File: src/rtl/fp_special_stage.sv
// Registered special-operand resolution stage for single-precision add/sub/mul/div.
// Results fixed by the operand classes leave with out_special=1. All other
// operand pairs pass through to the arithmetic core with out_special=0.
// Handshake (both sides): a beat moves when valid & ready are high at a rising
// edge. valid must not depend on ready. The held output stays stable while
// out_valid & !out_ready.
module fp_special_stage #(
  parameter logic [31:0] QNAN_CANON = 32'h7FC00000
) (
  input  logic        clk,
  input  logic        rst_n,
  input  logic        in_valid,
  output logic        in_ready,
  input  logic [1:0]  op,
  input  logic [31:0] in1,
  input  logic [31:0] in2,
  input  logic        in1_is_norm,
  input  logic        in1_is_subnorm,
  input  logic        in1_is_zero,
  input  logic        in1_is_inf,
  input  logic        in1_is_snan,
  input  logic        in1_is_qnan,
  input  logic        in2_is_norm,
  input  logic        in2_is_subnorm,
  input  logic        in2_is_zero,
  input  logic        in2_is_inf,
  input  logic        in2_is_snan,
  input  logic        in2_is_qnan,
  output logic        out_valid,
  input  logic        out_ready,
  output logic        out_special,
  output logic [31:0] out_result,
  output logic [1:0]  out_op,
  output logic [31:0] out_a,
  output logic [31:0] out_b,
  output logic        out_invalid,
  output logic        out_divzero,
  input  logic        flag_clr,
  output logic        sticky_invalid,
  output logic        sticky_divzero
);

  localparam logic [1:0] OP_SUB = 2'b01;
  localparam logic [1:0] OP_MUL = 2'b10;

  logic        accept;
  logic        s1, s2, sx;
  logic        fin1, fin2;
  logic        res_special, res_invalid, res_divzero;
  logic [31:0] res_value;

  logic        out_valid_q,   out_valid_d;
  logic        out_special_q, out_special_d;
  logic [31:0] out_result_q,  out_result_d;
  logic [1:0]  out_op_q,      out_op_d;
  logic [31:0] out_a_q,       out_a_d;
  logic [31:0] out_b_q,       out_b_d;
  logic        out_invalid_q, out_invalid_d;
  logic        out_divzero_q, out_divzero_d;
  logic        sticky_inv_q,  sticky_inv_d;
  logic        sticky_dz_q,   sticky_dz_d;

  assign in_ready = !out_valid_q || out_ready;
  assign accept   = in_valid && in_ready;

  // Class-driven result resolution, first matching rule wins.
  always_comb begin
    s1          = in1[31];
    s2          = in2[31] ^ (op == OP_SUB);
    sx          = in1[31] ^ in2[31];
    fin1        = in1_is_norm || in1_is_subnorm;
    fin2        = in2_is_norm || in2_is_subnorm;
    res_special = 1'b1;
    res_value   = 32'd0;
    res_invalid = 1'b0;
    res_divzero = 1'b0;
    if (in1_is_snan || in2_is_snan) begin
      res_value   = QNAN_CANON;
      res_invalid = 1'b1;
    end else if (in1_is_qnan || in2_is_qnan) begin
      res_value = QNAN_CANON;
    end else if (op[1] == 1'b0) begin
      // add / sub with the effective sign of in2
      if (in1_is_inf && in2_is_inf && (s1 != s2)) begin
        res_value   = QNAN_CANON;
        res_invalid = 1'b1;
      end else if (in1_is_inf) begin
        res_value = {s1, 8'hFF, 23'd0};
      end else if (in2_is_inf) begin
        res_value = {s2, 8'hFF, 23'd0};
      end else if (in1_is_zero && in2_is_zero) begin
        res_value = {s1 & s2, 31'd0};
      end else if (in1_is_zero && fin2) begin
        res_value = {s2, in2[30:0]};
      end else if (in2_is_zero && fin1) begin
        res_value = in1;
      end else begin
        res_special = 1'b0;
      end
    end else if (op == OP_MUL) begin
      if ((in1_is_inf && in2_is_zero) || (in1_is_zero && in2_is_inf)) begin
        res_value   = QNAN_CANON;
        res_invalid = 1'b1;
      end else if (in1_is_inf || in2_is_inf) begin
        res_value = {sx, 8'hFF, 23'd0};
      end else if (in1_is_zero || in2_is_zero) begin
        res_value = {sx, 31'd0};
      end else begin
        res_special = 1'b0;
      end
    end else begin
      // div
      if ((in1_is_zero && in2_is_zero) || (in1_is_inf && in2_is_inf)) begin
        res_value   = QNAN_CANON;
        res_invalid = 1'b1;
      end else if (in1_is_inf) begin
        res_value = {sx, 8'hFF, 23'd0};
      end else if (in2_is_inf || in1_is_zero) begin
        res_value = {sx, 31'd0};
      end else if (in2_is_zero && fin1) begin
        res_value   = {sx, 8'hFF, 23'd0};
        res_divzero = 1'b1;
      end else begin
        res_special = 1'b0;
      end
    end
  end

  // Next-state for the output register and sticky flags.
  always_comb begin
    out_valid_d   = out_valid_q;
    out_special_d = out_special_q;
    out_result_d  = out_result_q;
    out_op_d      = out_op_q;
    out_a_d       = out_a_q;
    out_b_d       = out_b_q;
    out_invalid_d = out_invalid_q;
    out_divzero_d = out_divzero_q;
    sticky_inv_d  = sticky_inv_q;
    sticky_dz_d   = sticky_dz_q;
    if (accept) begin
      out_valid_d   = 1'b1;
      out_special_d = res_special;
      out_result_d  = res_value;
      out_op_d      = op;
      out_a_d       = in1;
      out_b_d       = in2;
      out_invalid_d = res_invalid;
      out_divzero_d = res_divzero;
    end else if (out_ready) begin
      out_valid_d = 1'b0;
    end
    // a flag raised by this cycle's accept beats a simultaneous clear
    if (accept && res_invalid) sticky_inv_d = 1'b1;
    else if (flag_clr)         sticky_inv_d = 1'b0;
    if (accept && res_divzero) sticky_dz_d = 1'b1;
    else if (flag_clr)         sticky_dz_d = 1'b0;
  end

  // State registers, cleared asynchronously.
  always_ff @(posedge clk or negedge rst_n) begin
    if (!rst_n) begin
      out_valid_q   <= 1'b0;
      out_special_q <= 1'b0;
      out_result_q  <= 32'd0;
      out_op_q      <= 2'd0;
      out_a_q       <= 32'd0;
      out_b_q       <= 32'd0;
      out_invalid_q <= 1'b0;
      out_divzero_q <= 1'b0;
      sticky_inv_q  <= 1'b0;
      sticky_dz_q   <= 1'b0;
    end else begin
      out_valid_q   <= out_valid_d;
      out_special_q <= out_special_d;
      out_result_q  <= out_result_d;
      out_op_q      <= out_op_d;
      out_a_q       <= out_a_d;
      out_b_q       <= out_b_d;
      out_invalid_q <= out_invalid_d;
      out_divzero_q <= out_divzero_d;
      sticky_inv_q  <= sticky_inv_d;
      sticky_dz_q   <= sticky_dz_d;
    end
  end

  assign out_valid      = out_valid_q;
  assign out_special    = out_special_q;
  assign out_result     = out_result_q;
  assign out_op         = out_op_q;
  assign out_a          = out_a_q;
  assign out_b          = out_b_q;
  assign out_invalid    = out_invalid_q;
  assign out_divzero    = out_divzero_q;
  assign sticky_invalid = sticky_inv_q;
  assign sticky_divzero = sticky_dz_q;

endmodule

File: config.mk
export PLATFORM = sky130hd
export DESIGN_NAME = fp_special_stage
export DESIGN_NICKNAME = d
export VERILOG_FILES = /design/src/rtl/fp_special_stage.sv
export SDC_FILE = /design/constraint.sdc
export NUM_CORES = 1
export LEC_CHECK = 0
export CAP_MARGIN = 5
export CORE_MARGIN = 8
export CORE_UTILIZATION = 32
export DETAILED_ROUTE_END_ITERATION = 10
export PLACE_DENSITY = 0.58
export SETUP_SLACK_MARGIN = 0.1
export SYNTH_ARGS = -nofsm -noshare
export SYNTH_HDL_FRONTEND = slang
export SYNTH_SLANG_ARGS = --single-unit
export TNS_END_PERCENT = 10
File: constraint.sdc
create_clock -name clk -period 1.93 [get_ports clk]
set_input_delay 0.386 -clock clk [delete_from_list [all_inputs] [get_ports clk]]
set_output_delay 0.386 -clock clk [all_outputs]
set_load 0.005 [all_outputs]
After elaboration in Yosys (flattened, before gate mapping)
Cells that the tools add are included.
- flip-flop bits (word level): 104
- input port bits: 83
- output and inout bits: 105
- word-level logic and storage cells: 92
- eq/ne operators: 3
- muxes and demuxes: 52
- bitwise logic cells: 3
- reduce and logical (&&, ||, !) cells: 24
- operators with widths (cell ; count):
    $mux W32 ; 17
    $mux W1 ; 35
    $logic_and A1 B1 Y1 ; 10
    $logic_or A1 B1 Y1 ; 10
    $reduce_bool A2 Y1 ; 3
    $eq A2 B1 Y1 const B ; 1
    $eq A2 B2 Y1 const B ; 1
    $xor A1 B1 Y1 ; 2
    $and A1 B1 Y1 ; 1
    $logic_not A1 Y1 ; 1
    $ne A1 B1 Y1 ; 1

Longest topological paths before layout
Gate-level depths: netlist of the first run.
- depth after elaboration: 12
- gate-level depth with buffers: 9
- depth with buffers taken out: 8

Worst setup path after synthesis of the first run
OpenSTA, ideal clock, no wires.
- kind: input -> register
- start point: input port op[1]
- end point: register out_result_q[22], in the netlist out_result[22]
- setup time: 0.126 ns
- data arrival time: 1.827 ns
- data required time: 1.804 ns
- path slack: -0.023 ns
- cell stages on the path: 8
- buffers on the path: 1
- path through: buf_2 > nand2b_1 > xnor2_1 > ha_1 > mux2i_1 > o21ai_0 > a32o_1 > o32a_1
- word-level cells in the longest chain between the ends: 8
- elaborated cells between the ends (all ways): 10
- classes of those cells: eq/ne: 3; mux: 5; bitwise: 1; reduce/logical: 1
- RTL lines (item ; line ; text):
    from (decl) ; 14 ; input logic [1:0] op,
    $eq A2 B1 Y1 ; 69 ; s2 = in2[31] ^ (op == OP_SUB);
    $xor A1 B1 Y1 ; 69 ;
    $ne A1 B1 Y1 ; 84 ; if (in1_is_inf && in2_is_inf && (s1 != s2)) begin
    $logic_and A1 B1 Y1 ; 84 ;
    $mux W32 ; 84 ;
    $mux W32 * ; 82 ; end else if (op[1] == 1'b0) begin
    $mux W32 * ; 80 ; end else if (in1_is_qnan || in2_is_qnan) begin
    $mux W32 * ; 77 ; if (in1_is_snan || in2_is_snan) begin
    to (signal assigned) ; 176 ; out_result_q <= out_result_d;
    to (decl) ; 54 ; logic [31:0] out_result_q, out_result_d;
Mark *: on every way between the ends. The rest lies on a longest branch, timed or not.
A chain may end at the register's enable or synchronous reset.

Worst setup path after layout of the first run
- start point: input port in2_is_zero
- end point: register out_result_q[28], in the netlist out_result[28]
- word-level cells in the longest chain between the ends: 10
- elaborated cells between the ends (all ways): 20
- classes of those cells: mux: 15; reduce/logical: 5
- RTL lines (item ; line ; text):
    from (decl) ; 25 ; input logic in2_is_zero,
    $logic_and A1 B1 Y1 ; 95, 120 ;
    $mux W32 ; 95 ; end else if (in2_is_zero && fin1) begin
    $mux W32 ; 93 ; end else if (in1_is_zero && fin2) begin
    $mux W32 ; 91 ; end else if (in1_is_zero && in2_is_zero) begin
    $mux W32 ; 89 ; end else if (in2_is_inf) begin
    $mux W32 ; 87 ; end else if (in1_is_inf) begin
    $mux W32 ; 84 ;
    $mux W32 * ; 82 ;
    $mux W32 * ; 80 ;
    $mux W32 * ; 77 ;
Marked as above.

==> qor.csv, run 1 <==
metric;value;unit
post_drt_wl_per_cell;17.8;µm
hold_class;input port to flop;
fin_crit;1.85;ns
drc;0;
ys_ff_latch;104;
port_buffers;187;
power_density;775;nW/µm²
clk_path_buf_depth;2;
yosys_warnings;0;
cp_cell_sequence;clkdlybuf4s50_1, buf_4, o21ai_2, buf_4, nor2_2, buf_4, a22oi_1, nor2_1, o221a_4;
setup_violations;0;
cts_tree;built;
die_area;18500;µm²
grt-ovfl-total;0;
grt_usage;17.0;%
fin_nets;784;
criticalPathCategory;input port to flop;
clk_latency;0.35;ns
internal-power;4250;µW
fmax;0.540;GHz
cp_slowest_cell;clkdlybuf4s50_1;
max-vdd-ir-drop;0.484;mV
synthArstFlopShare;100;%
start_util;32.2;%
fin_util;51.3;%
seqPwrFrac;43.7;%
clock-skew-final;0.00674;ns
slew_violations;0;
ys_top_cells_by_count;228 x nand2_1, 104 x dfrtp_1, 23 x mux2i_1;
synth_area_per_cell;9.44;µm²
hold_viol;0;
synth.largest_area_cell;dfrtp_1;
row_count;44;
coreArea;14300;µm²
diodes;0;
grt_pass1_vias;4497;
synth_cells;489;
slowest_delay;0.48;ns
p_leak;0.00342;µW
grt_pass1_wl;24.6;mm
drv_cap;0;
yosysMostFrequentCell;nand2_1;
status;finished clean;
rsz0062_at_grt;yes;
finalSetupTns;0;ns
place.gp.congestion;0.856;
synth_top_cell_area_share;56.4;%
drive_gt1_share;14.6;%
synth_nets;573;
clk_pin_slew_worst_paths;0.07;ns
ys_seq_area_share;56.4;%
drt-initial-drc-count;172;
drt_wl_total;15.8;mm
swShare;25.3;%
ys_top_cells_by_area;dfrtp_1 56%, nand2_1 19%, mux2i_1 5.0%, o21ai_2 4.0%, o221a_2 2.0%;
synth.distinct_cells;45;
die_h;136;µm
synth_enable_flop_cells;0;
cp_max_fo;7;
cts-htree-levels;3;
cts_sinks;104;
worst_pin_slew;0.568;ns
synth-main-ff-cell;dfrtp_1;
vias_per_cell;4.71;
ios;188;
comb_power_share;21.5;%
antenna_left;0;
p_switching;1440;µW
dp_hpwl;11.9;mm
cts-root-buf;clkbuf_16;
p_clk_share;34.7;%
netlist_area;4620;µm²
cp.arrival;2.14;ns
n_fill_cell;1352;
grt_max_degree;61;
crit_top_cell;buf_4;
dr.pass1.iters;4;
antenna_found_initial;0;
startpoint_type;input port;
die_width;136;µm
endpoint_kind;flop;
cp.required;2.22;ns
finalCritPeriodShare;95.9;%
slew_headroom;61.8;%
area_growth;59.2;%
via_count;4180;
numCtsBuffers;9;
-- final timing paths --
| check | start | to | slack [ns] | cells past startpoint |
|---|---|---|---|---|
| worst max-delay path | in2_is_zero | out_result[28]$_DFFE_PN0P_ | 0.08 | 9 |
| worst min-delay path | in1_is_snan | sticky_invalid$_DFFE_PN0P_ | 0.42 | 3 |
| worst max register to register | out_valid$_DFFE_PN0P_ | out_result[26]$_DFFE_PN0P_ | 0.33 | 5 |
| worst min register to register | out_b[28]$_DFFE_PN0P_ | out_b[28]$_DFFE_PN0P_ | 0.48 | 2 |
| max in group asynchronous | rst_n | out_result[1]$_DFFE_PN0P_ | 0.83 | 3 |
| min in group asynchronous | rst_n | out_a[22]$_DFFE_PN0P_ | 0.46 | 2 |
-- cells by family after synthesis --
kind of cell / Yosys count / share of synthesized area (%)
buf+inv: 34 / 3.69
xor+xnor: 2 / 0.380
simple gates: 257 / 22.0
compound gates: 67 / 12.0
fa+ha+maj: 1 / 0.271
flops: 104 / 56.4
mux: 24 / 5.23
-- stage by stage --
step           total power [µW]  std cells  hold slack [ns]  instance area [µm²]  setup slack [ns]
6_report                   5690        888            0.419                 7350            0.0795
2_1_floorplan              2900        489           0.0904                 4630            0.0553
3_5_place_dp               3770        871            0.298                 6960            -0.379
3_3_place_gp               3740        871            0.287                 6960            -0.357
4_1_cts                    5780        887            0.453                 7290            0.0400
5_1_grt                    6010        888            0.447                 7350           0.00520
-- flip-flops by register name, indices dropped and copies added, names as in the netlist, 2 cells and up --
register / flops
out_b: 32
out_op: 2
out_a: 32
out_result: 32
-- power groups by stage --
stage / combinational [µW] / clock, µW / sequential (µW)
floorplan: 364 / 0 / 2530
global placement: 1220 / 0 / 2520
detailed placement: 1240 / 0 / 2530
global route: 1340 / 2150 / 2510
CTS: 1240 / 2040 / 2490
finish: 1230 / 1980 / 2490
-- placed cells by master, fill, tap and decap left out, types with 5 or more instances in the layout --
master / netlist / final
o221a_2: 8 / 5
o21ai_0: 11 / 10
buf_12: 2 / 5
a22oi_1: 9 / 9
buf_4: 0 / 38
dfrtp_1: 104 / 104
nor2_1: 11 / 11
nand2_1: 228 / 226
clkbuf_16: 0 / 9
clkdlybuf4s50_1: 0 / 180
mux2i_1: 23 / 23
o21ai_2: 21 / 21
-- per-layer routing --
metal  global-route usage, %  vias to the layer above  share of wire [%]
met2                    28.6                      116                 51
met3                    5.88                       11                6.8
met5                       0                        -                  0
li1                        -                     2036                  -
met1                    20.2                     2017                 41
met4                    4.82                        0                1.3
-- critical path, delay by kind of cell --
kind	cells	cell delay [ns]
AO/OA/AOI/OAI	3	0.32
buffers and inverters	4	0.98
AND/OR/NAND/NOR	2	0.43
-- layout make-up --
type                    count  area (µm²)  area share (%)
clock inverters             4        77.6            1.06
well taps                 184         230            3.13
flip-flops and latches    104        2600            35.4
multi-input cells         352        1920            26.2
clock buffers              11         243            3.30
repair buffers            230        2260            30.8
inverters                   3        11.3           0.153
-- what timing repair did --
action | CTS | global route
gates cloned | 0 | 1
endpoints found under the setup margin | 33 | 33
hold buffers | 1 | 0
endpoints found under the hold margin | 19 | 0
pin swaps | 1 | 3
gates resized for setup | 6 | 9
buffers inserted | 0 | 0
(Power assumes the default switching activity.)
==> run 2: changes to the inputs <==
Settings changed: CORE_ASPECT_RATIO set to 1.25, CTS_BUF_LIST set to sky130_fd_sc_hd__clkbuf_4 sky130_fd_sc_hd__clkbuf_8, TNS_END_PERCENT 10 to 1.
==> qor.csv, run 2 (synthesized netlist as in run 1, its figures left out) <==
metric;value;unit;change
status;finished clean;;
via_count;4222;;+1.0%
fin_nets;785;;+0.13%
diodes;0;;unchanged
grt_max_degree;56;;-8.2%
antenna_left;0;;unchanged
grt_pass1_vias;4544;;+1.0%
fin_crit;1.86;ns;+0.00832 ns
p_switching;1400;µW;-3.1%
drv_cap;0;;unchanged
finalCritPeriodShare;96.3;%;+0.43 points
cp.required;2.22;ns;about the same
dr.pass1.iters;4;;unchanged
min_from;op[1];;
p_leak;0.00335;µW;-2.0%
area_growth;56.6;%;
drt-initial-drc-count;222;;+29%
hold_class;input port to flop;;
power;5340;µW;-6.2%
layout_commonest_cell;nand2_1;;
clk_latency;0.37;ns;+0.02 ns
cts_setup_buffers;0;;unchanged
cts_sinks;104;;unchanged
slew_headroom;44.9;%;-17 points
cp_max_fo;11;;+4
numCtsBuffers;9;;unchanged
antenna_found_initial;0;;unchanged
rr_startpoint;out_valid$_DFFE_PN0P_;;
seqPwrFrac;46.6;%;+2.9 points
clock-skew-final;0.0199;ns;+0.0131 ns
cts-root-buf;clkbuf_8;;
port_buffers;187;;unchanged
place_area;6950;µm²;-0.18%
clk_pin_slew_worst_paths;0.10;ns;+0.03 ns
die_area;18500;µm²;+0.13%
power_density;739;nW/µm²;-4.6%
ff2ff_path_depth;6;;+1
hold_path_depth;4;;+1
vias_per_cell;4.78;;+1.6%
fmax;0.538;GHz;-0.45%
comb_power_share;23.0;%;+1.5 points
p_clk_share;30.5;%;-4.2 points
max-vdd-ir-drop;0.469;mV;-3.2%
n_fill_cell;1396;;+3.3%
setup_violations;0;;unchanged
clk_path_buf_depth;2;;unchanged
final_cell_mix;227 x nand2_1, 183 x clkdlybuf4s50_1, 104 x dfrtp_1;;
post_drt_wl_per_cell;18.6;µm;+4.3%
rsz0062_at_grt;yes;;
worst_pin_slew;0.817;ns;+0.250 ns
drt_wl_total;16.4;mm;+3.7%
design_area;7230;µm²;-1.7%
die_width;123;µm;-9.3%
endpoint_kind;flop;;
swShare;26.2;%;+0.84 points
grt-ovfl-total;0;;unchanged
row_count;49;;+11%
grt_usage;17.1;%;+0.052 points
coreArea;14200;µm²;-0.63%
rrSetupSlack;0.30;ns;-0.03 ns
dp_hpwl;12.5;mm;+4.6%
internal-power;3940;µW;-7.3%
drc;0;;unchanged
hold_end;out_op[1]$_DFFE_PN0P_;;
cts-htree-levels;3;;unchanged
multi_input_area;1900;µm²;-1.4%
reg2reg_to;out_result[0]$_DFFE_PN0P_;;
start_util;32.5;%;+0.20 points
slew_violations;0;;unchanged
hold_viol;0;;unchanged
die_h;150;µm;+10%
drive_gt1_share;14.8;%;+0.12 points
hold_ws;0.464;ns;+0.0453 ns
ios;188;;unchanged
regArea;2600;µm²;unchanged
cp.arrival;2.15;ns;about the same
place.gp.congestion;0.936;;+9.3%
grt_pass1_wl;24.6;mm;-0.22%
criticalPathCategory;input port to flop;;
startpoint_type;input port;;
cts_tree;built;;
## run 2: cell types whose count changed in the layout (fill, tap and decap cells not counted), sizes merged
cell,change
buf,+1
bufinv,+1
clkbuf,-1
clkdlybuf4s50,+3
clkinvlp,+1
dlygate4sd2,-2
dlymetal6s2s,-1
inv,-1
## run 2: worst max path at each step
stage                      startpoint                    endpoint
after floorplan                 op[1]  out_result[22]$_DFFE_PN0P_
after global placement          op[0]  out_result[22]$_DFFE_PN0P_
after detailed placement        op[0]  out_result[22]$_DFFE_PN0P_
after CTS                       op[0]  out_result[22]$_DFFE_PN0P_
after global routing      in2_is_qnan   out_result[0]$_DFFE_PN0P_
final                     in2_is_qnan   out_result[0]$_DFFE_PN0P_
## run 2: through the flow
stage | utilization (%) | TNS, ns | worst slack, ns | std cells
final | 50.8 | 0 | 0.0712 | 883
after global routing | 50.8 | 0 | 0.0134 | 883
after CTS | 50.6 | 0 | 0.0124 | 882
after detailed placement | 48.8 | -9.70 | -0.395 | 866
after global placement | 48.8 | -8.97 | -0.377 | 866
after floorplan | - | 0 | 0.0553 | 489
## run 2: area by class of cell
class                      count  share of cell area [%]
tap                          178                    3.08
multi-input combinational    352                    26.3
inverter                       3                   0.156
timing repair buffer         231                    31.2
clock inverter                 5                    1.47
sequential                   104                    36.0
clock buffer                  10                    1.82
## run 2: metal layers
metal | wire length, µm | vias to the layer above | GRT usage (%)
met5 | 0 | - | 0
met1 | 6590 | 2023 | 19.1
met3 | 902 | 26 | 3.53
li1 | - | 2034 | -
met2 | 8440 | 139 | 30.6
met4 | 457 | 0 | 6.94
## run 2: timing repair
item,4_1_cts,5_1_grt
cloned,0,1
pin swaps,0,3
setup endpoints to repair,9,33
hold buffers,1,0
hold endpoints to repair,26,0
gates resized for setup,1,8
## run 2: critical path: stages
cell and delay (ns):
clkdlybuf4s50_1 0.45, nor4_2 0.29, buf_4 0.16, nand2_1 0.10, buf_4 0.18, a211o_4 0.41, o21ai_0 0.18
## run 2: power groups by stage
| stage | sequential, µW | combinational [µW] | clock, µW |
|---|---|---|---|
| 6_report | 2490 | 1230 | 1630 |
| 5_1_grt | 2510 | 1340 | 1750 |
| 4_1_cts | 2490 | 1250 | 1670 |
| 3_5_place_dp | 2530 | 1240 | 0 |
| 3_3_place_gp | 2520 | 1220 | 0 |
| 2_1_floorplan | 2530 | 364 | 0 |
